--- src/rtl/kalman_step_sequencer.sv ---
// Sequences one Kalman filter iteration per accepted sample: prediction/gain strobes,
// update strobe, then estimate handoff, with a watchdog on every datapath wait.
module kalman_step_sequencer #(
  parameter int CNT_W   = 16,
  parameter int TIMEOUT = 1024
) (
  input  logic             i_clk,
  input  logic             i_reset,
  input  logic             i_clk_en,
  input  logic             i_sample_valid,
  output logic             o_sample_ready,
  output logic             o_start_prediction,
  output logic             o_start_gain,
  input  logic             i_ready_prediction,
  input  logic             i_gain_ready,
  output logic             o_start_update,
  input  logic             i_ready_update,
  output logic             o_est_valid,
  input  logic             i_est_ready,
  output logic [CNT_W-1:0] o_iter_count,
  output logic             o_busy,
  output logic             o_timeout_err,
  input  logic             i_clear_err
);

  localparam int TMR_W = $clog2(TIMEOUT + 1);

  typedef enum logic [2:0] {
    S_IDLE    = 3'd0,
    S_PRED    = 3'd1,
    S_WAIT_PG = 3'd2,
    S_UPD     = 3'd3,
    S_WAIT_U  = 3'd4,
    S_OUT     = 3'd5,
    S_ERR     = 3'd6
  } state_t;

  state_t             r_state;
  state_t             w_state_nxt;
  logic               r_pred_done;
  logic               r_gain_done;
  logic               w_pred_done_nxt;
  logic               w_gain_done_nxt;
  logic [TMR_W-1:0]   r_timer;
  logic [TMR_W-1:0]   w_timer_nxt;
  logic [TMR_W-1:0]   w_timer_inc;
  logic [CNT_W-1:0]   r_iter;
  logic [CNT_W-1:0]   w_iter_nxt;
  logic               w_blank;
  logic               w_timeout;
  logic               w_pred_seen;
  logic               w_gain_seen;

  // Timer value zero marks the first cycle of a wait, which doubles as the blanking cycle.
  assign w_timer_inc = r_timer + TMR_W'(1);
  assign w_timeout   = (w_timer_inc == TMR_W'(TIMEOUT));
  assign w_blank     = (r_timer == {TMR_W{1'b0}});
  assign w_pred_seen = r_pred_done | i_ready_prediction;
  assign w_gain_seen = r_gain_done | i_gain_ready;

  // Next-state, done-flag, watchdog and iteration-count logic
  always_comb begin
    w_state_nxt     = r_state;
    w_pred_done_nxt = r_pred_done;
    w_gain_done_nxt = r_gain_done;
    w_timer_nxt     = r_timer;
    w_iter_nxt      = r_iter;
    case (r_state)
      S_IDLE: begin
        if (i_sample_valid && o_sample_ready) begin
          w_state_nxt = S_PRED;
        end else begin
          w_state_nxt = S_IDLE;
        end
      end
      S_PRED: begin
        w_state_nxt     = S_WAIT_PG;
        w_pred_done_nxt = 1'b0;
        w_gain_done_nxt = 1'b0;
        w_timer_nxt     = {TMR_W{1'b0}};
      end
      S_WAIT_PG: begin
        w_timer_nxt = w_timer_inc;
        if (!w_blank) begin
          w_pred_done_nxt = w_pred_seen;
          w_gain_done_nxt = w_gain_seen;
        end else begin
          w_pred_done_nxt = r_pred_done;
          w_gain_done_nxt = r_gain_done;
        end
        // A completing ready in the same cycle takes priority over the watchdog.
        if (!w_blank && w_pred_seen && w_gain_seen) begin
          w_state_nxt = S_UPD;
        end else if (w_timeout) begin
          w_state_nxt = S_ERR;
        end else begin
          w_state_nxt = S_WAIT_PG;
        end
      end
      S_UPD: begin
        w_state_nxt = S_WAIT_U;
        w_timer_nxt = {TMR_W{1'b0}};
      end
      S_WAIT_U: begin
        w_timer_nxt = w_timer_inc;
        if (!w_blank && i_ready_update) begin
          w_state_nxt = S_OUT;
        end else if (w_timeout) begin
          w_state_nxt = S_ERR;
        end else begin
          w_state_nxt = S_WAIT_U;
        end
      end
      S_OUT: begin
        if (i_est_ready) begin
          w_state_nxt = S_IDLE;
          w_iter_nxt  = r_iter + CNT_W'(1);
        end else begin
          w_state_nxt = S_OUT;
        end
      end
      S_ERR: begin
        if (i_clear_err) begin
          w_state_nxt = S_IDLE;
        end else begin
          w_state_nxt = S_ERR;
        end
      end
      default: begin
        w_state_nxt = S_IDLE;
      end
    endcase
  end

  // State, flag and registered-output update; outputs are decoded from the next state
  always_ff @(posedge i_clk) begin
    if (i_reset) begin
      r_state            <= S_IDLE;
      r_pred_done        <= 1'b0;
      r_gain_done        <= 1'b0;
      r_timer            <= {TMR_W{1'b0}};
      r_iter             <= {CNT_W{1'b0}};
      o_sample_ready     <= 1'b0;
      o_start_prediction <= 1'b0;
      o_start_gain       <= 1'b0;
      o_start_update     <= 1'b0;
      o_est_valid        <= 1'b0;
      o_busy             <= 1'b0;
      o_timeout_err      <= 1'b0;
      o_iter_count       <= {CNT_W{1'b0}};
    end else if (i_clk_en) begin
      r_state            <= w_state_nxt;
      r_pred_done        <= w_pred_done_nxt;
      r_gain_done        <= w_gain_done_nxt;
      r_timer            <= w_timer_nxt;
      r_iter             <= w_iter_nxt;
      o_sample_ready     <= (w_state_nxt == S_IDLE);
      o_start_prediction <= (w_state_nxt == S_PRED);
      o_start_gain       <= (w_state_nxt == S_PRED);
      o_start_update     <= (w_state_nxt == S_UPD);
      o_est_valid        <= (w_state_nxt == S_OUT);
      o_busy             <= (w_state_nxt != S_IDLE);
      o_timeout_err      <= (w_state_nxt == S_ERR);
      o_iter_count       <= w_iter_nxt;
    end else begin
      r_state            <= r_state;
      r_pred_done        <= r_pred_done;
      r_gain_done        <= r_gain_done;
      r_timer            <= r_timer;
      r_iter             <= r_iter;
      o_sample_ready     <= o_sample_ready;
      o_start_prediction <= o_start_prediction;
      o_start_gain       <= o_start_gain;
      o_start_update     <= o_start_update;
      o_est_valid        <= o_est_valid;
      o_busy             <= o_busy;
      o_timeout_err      <= o_timeout_err;
      o_iter_count       <= o_iter_count;
    end
  end

endmodule
--- config.mk ---
export PLATFORM = sky130hd
export DESIGN_NAME = kalman_step_sequencer
export DESIGN_NICKNAME = d
export VERILOG_FILES = /design/src/rtl/kalman_step_sequencer.sv
export SDC_FILE = /design/constraint.sdc
export NUM_CORES = 1
export LEC_CHECK = 0
export CORE_UTILIZATION = 30
export DETAILED_ROUTE_END_ITERATION = 8
export GPL_TIMING_DRIVEN = 0
export PLACE_DENSITY = 0.52
export SLEW_MARGIN = 20
export SYNTH_ARGS = -nofsm -noshare
export SYNTH_HDL_FRONTEND = slang
export SYNTH_SLANG_ARGS = --single-unit
--- constraint.sdc ---
create_clock -name i_clk -period 5.9 [get_ports i_clk]
set_clock_uncertainty 0.2 [all_clocks]
set_input_delay 1.18 -clock i_clk [delete_from_list [all_inputs] [get_ports i_clk]]
set_output_delay 1.18 -clock i_clk [all_outputs]
set_load 0.1 [all_outputs]
# Word-level counts from Yosys, hierarchy flattened
# Cells that the tools add are included.
[op_classes]
eq_ne = 12
add_sub_neg = 2
mux = 13
n_bitwise = 2
n_reduce_logical = 16
[ops]
columns = ["operator", "count"]
rows = [
  ["11-bit one-hot mux with 2 select lines", 1],
  ["3-bit one-hot mux with 7 select lines", 1],
  ["16-bit by 1-bit adder with 16-bit output (second input constant)", 1],
  ["3-bit == test (second input constant)", 5],
  ["3-bit two-way mux", 4],
  ["11-bit by 1-bit adder with 11-bit output (second input constant)", 1],
  ["11-bit == test (second input constant)", 1],
  ["11-bit logical NOT", 1],
  ["3-bit by 2-bit == test with 1-bit output (second input constant)", 3],
  ["3-bit by 1-bit == test with 1-bit output (second input constant)", 2],
  ["3-bit logical NOT", 2],
  ["3-bit AND reduction", 2],
  ["1-bit logical AND", 4],
  ["2-bit two-way mux", 2],
  ["1-bit one-hot mux with 2 select lines", 2],
  ["2-bit nonzero test", 2],
  ["2-bit OR reduction", 2],
  ["1-bit two-way mux", 3],
  ["3-bit nonzero test", 1],
  ["2-bit inequality test (second input constant)", 1],
  ["1-bit OR", 2],
  ["2-bit AND reduction", 1],
  ["1-bit logical NOT", 1],
]
[word_totals]
in_bits = 9
word_cells = 56
register_bits = 38

# Longest topological paths before layout
# Gate-level depths: netlist of the first run.
[logic_depth]
word_depth = 7
mapped_depth = 8

# Worst setup path before layout of the first run
# OpenSTA, ideal clock, no wires.
[synth_timing]
path_kind = "flip-flop to output port"
from = "reg, netlist name o_start_gain"
to = "out o_start_prediction"
setup_slack_ns = 3.146
t_arrival_ns = 1.374
path_stages_with_launch = 2
required_time_ns = 4.520
n_path_buf = 1
path_cell_list = "dfxtp_1 -> buf_4"
[synth_lines]
columns = ["item", "line", "text"]
rows = [
  ["to (decl)", "12", "output logic o_start_prediction,"],
]

==> impl_metrics.json, run 1 <==
{
  "status": "completed",
  "synth_warnings": 0,
  "yosys-top-cells-count": "39 x nor2_1, 38 x dfxtp_1, 21 x a21oi_1",
  "vias_per_cell": 5.12,
  "drc": 0,
  "crit_fanout": 5,
  "dieArea_um2": 7330,
  "grt.met3_usage": 0.0289,
  "die_w_um": 85.6,
  "seq_area_um2": 761,
  "first_pass_iters": 5,
  "whs_endpoint": "r_gain_done",
  "clk_pin_slew_ns": 0.07,
  "critPathBufInv": 1,
  "crit_family": "buffers and inverters",
  "multiInputGateArea_um2": 1190,
  "top_usage_layer": "met2",
  "r2r-end": "o_timeout_err",
  "overflow": 0,
  "start_util": 0.311,
  "p_switching_mw": 0.143,
  "synth.yosys.seq_area_share": 0.363,
  "relSlewSlack": 0.342,
  "avgRoutedWirePerCell_um": 13.0,
  "fmax_mhz": 307,
  "drtAntennaViolNets": 0,
  "maxCapViolCount": 0,
  "ctsResizeCount": 0,
  "p_leak_nw": 0.894,
  "worstSetupPathType": "reg2out",
  "synth_area_leaders": "dfxtp_1 36%, nor2_1 7.0%, a21oi_1 5.0%",
  "syn_inst": 255,
  "syn-cell-area_um2": 2100,
  "cts_tree": "done",
  "async_reset_ff_frac": 0,
  "fillers": 719,
  "post-route-period-util": 0.552,
  "grt_max_degree": 12,
  "dp_cells": 365,
  "drtIter0Drc": 105,
  "cts_sinks": 38,
  "pwr-share-seq": 0.520,
  "total_power_mw": 0.508,
  "cts_root_buf": "clkbuf_8",
  "endpoint_kind": "output port",
  "hold_depth": 2,
  "grt_usage": 0.142,
  "reg2reg_slack_ns": 3.37,
  "required_ns": 4.52,
  "yosys.area.top_type": "dfxtp_1",
  "worstPathArrival_ns": 1.88,
  "gp_congestion": 0.750,
  "fin_cells": 372,
  "antenna_found_initial": 0,
  "pwr-share-comb": 0.142,
  "pwr-share-clk": 0.338,
  "nets": 305,
  "met2_usage": 0.215,
  "h-tree-depth": 2,
  "holdCritStartpoint": "r_gain_done",
  "path_cells": "clkdlybuf4s50_1",
  "fin_crit_ns": 3.26,
  "cts_buffers": 5,
  "rsz0062_at_grt": "no",
  "synth_edf_count": 0,
  "dieHeight_um": 85.6,
  "r2r-start": "r_timer[0]",
  "drive_gt1_frac": 0.0993,
  "ctsHoldBuffers": 0,
  "cts_setup_buffers": 0,
  "yosysUniqueCellTypes": 52,
  "final.setup.tns_ns": 0,
  "swShare": 0.282,
  "area_delta_synth_final_pct": 22.8,
  "cts_max_path_buffers": 2,
  "max_stage_delay_ns": 1.17,
  "p_int_mw": 0.365,
  "hp-class": "reg2reg",
  "grt_pass1_wl_mm": 8.22,
  "synth_flop_cell": "dfxtp_1",
  "wl_mm": 4.83,
  "worst_pin_slew_ns": 0.984,
  "startpoint_type": "flip-flop",
  "dp_hpwl_mm": 3.46,
  "antenna_cells": 0,
  "synth_nets": 268,
  "syn_area_per_cell_um2": 8.23,
  "synth_top_cell_area_share": 0.363,
  "io_pins": 32,
  "final_hold_viol_count": 0,
  "drv_slew": 0,
  "met1_usage": 0.203,
  "core_area_um2": 6760,
  "peakVddDrop_mv": 0.120,
  "reg2regPathDepth": 7,
  "cpMaxStageDelayCell": "clkdlybuf4s50_1",
  "rows": 30,
  "grt_pass1_vias": 1723,
  "yosysMostFrequentCell": "nor2_1",
  "synth.ff_latch_count": 38,
  "setup-violations-final": 0,
  "io_buffer_count": 30,
  "clk_latency_ns": 0.28,
  "power_density_nw_per_um2": 197,
  "vias": 1903
}
-- kinds of logic (layout without fill, tap and decap cells) --
group                    after synthesis  after routing  share of synthesized area
XOR/XNOR                              15             15                     0.0626
multiplexers                           1              1                    0.00477
flip-flops                            38             38                      0.363
buffers and inverters                 26             63                     0.0692
adder cells (fa/ha/maj)                4              4                     0.0239
AO/OA/AOI/OAI                         63             63                      0.205
AND/OR/NAND/NOR                      108            108                      0.273
-- registers in the layout, indices dropped and copies added, names as in the netlist --
| signal | flops |
|---|---|
| r_iter | 16 |
| o_start_gain | 1 |
| r_pred_done | 1 |
| o_est_valid | 1 |
| r_state | 3 |
| r_gain_done | 1 |
| o_timeout_err | 1 |
| o_start_update | 1 |
| o_busy | 1 |
| o_sample_ready | 1 |
| r_timer | 11 |
-- area by class of cell --
class | instances | share of cell area
Sequential cell | 38 | 0.295
Tap cell | 80 | 0.0388
Inverter | 10 | 0.0146
Buffer | 16 | 0.0417
Clock inverter | 2 | 0.00388
Multi-Input combinational cell | 191 | 0.463
Timing Repair Buffer | 30 | 0.117
Clock buffer | 5 | 0.0267
-- through the flow --
step,worst slack [ns],utilization,hold WS [ns],instance area [µm²]
final,2.64,0.381,0.279,2580
after global routing,2.57,0.381,0.294,2580
after CTS,2.64,0.381,0.276,2580
after detailed placement,2.52,0.370,0.262,2500
after global placement,2.53,0.370,0.250,2500
after floorplan,3.15,-,0.237,2100
-- power by group through the flow --
| stage | registers, mW | logic (mW) | clock network (mW) |
|---|---|---|---|
| 4_1_cts | 0.264 | 0.0734 | 0.180 |
| 3_3_place_gp | 0.270 | 0.0731 | 0 |
| 3_5_place_dp | 0.270 | 0.0731 | 0 |
| 2_1_floorplan | 0.282 | 0.0396 | 0 |
| 6_report | 0.264 | 0.0723 | 0.172 |
| 5_1_grt | 0.265 | 0.0800 | 0.189 |
-- cells in the final DEF, fill, tap and decap left out, types with 5 or more instances in the layout --
| cell | n |
|---|---|
| xor2_1 | 7 |
| clkdlybuf4s50_1 | 30 |
| nor3_1 | 5 |
| o21ai_0 | 17 |
| nand3_1 | 12 |
| dfxtp_1 | 38 |
| nor2_1 | 39 |
| nor4_1 | 5 |
| inv_1 | 10 |
| nand2_1 | 13 |
| clkbuf_1 | 9 |
| a21oi_1 | 21 |
| clkbuf_8 | 7 |
| xnor2_1 | 8 |
| or3_1 | 9 |
-- worst register-to-register path, cell delays in order, from the launching register on --
cell,delay [ns]
dfxtp_1,0.40
ha_1,0.33
nand3_2,0.13
nor2_2,0.05
or3b_4,0.38
a221oi_4,0.36
a31oi_2,0.26
o41ai_2,0.33
-- metal layers --
layer,vias up,share of wire
li1,971,-
met1,893,0.52
met2,34,0.43
met3,5,0.035
met4,0,0.010
met5,-,0
-- worst max-delay path by stage --
stage / startpoint / endpoint / slack [ns] / depth (start not counted)
after floorplan: o_start_gain / o_start_prediction / 3.15 / 1
after global placement: i_est_ready / r_iter[15] / 2.53 / 7
after detailed placement: i_est_ready / r_iter[13] / 2.52 / 6
after CTS: o_start_gain / o_start_prediction / 2.64 / 2
after global routing: o_start_gain / o_start_prediction / 2.57 / 2
final: r_iter[4] / o_iter_count[4] / 2.64 / 1
Power figures use the tool's default switching activity.
==> run 2: changes to the inputs <==
==> constraint.sdc (replaced) <==
create_clock -name i_clk -period 3.18 [get_ports i_clk]
set_clock_uncertainty 0.2 [all_clocks]
set_input_delay 0.636 -clock i_clk [delete_from_list [all_inputs] [get_ports i_clk]]
set_output_delay 0.636 -clock i_clk [all_outputs]
set_load 0.1 [all_outputs]
==> results of run 2 <==
The final DEF is identical to that of run 1. Status: completed.
Main changes from that run: setup slack after placement 2.52 ns -> 0.349 ns; setup slack after layout 2.64 ns -> 0.467 ns; register-to-register setup slack 3.37 ns -> 0.65 ns; total power 0.508 mW -> 0.943 mW; worst IR drop on VDD 0.120 mV -> 0.222 mV
==> run 3: changes to the inputs <==
--- a/config.mk
+++ b/config.mk
@@ -13,3 +13,4 @@
 export SYNTH_ARGS = -nofsm -noshare
 export SYNTH_HDL_FRONTEND = slang
 export SYNTH_SLANG_ARGS = --single-unit
+export TNS_END_PERCENT = 100
==> results of run 3 <==
The final DEF is identical to that of run 1. Status: completed.
Main changes from that run: setup slack after placement 2.52 ns -> 0.349 ns; setup slack after layout 2.64 ns -> 0.467 ns; register-to-register setup slack 3.37 ns -> 0.65 ns; total power 0.508 mW -> 0.943 mW; worst IR drop on VDD 0.120 mV -> 0.222 mV
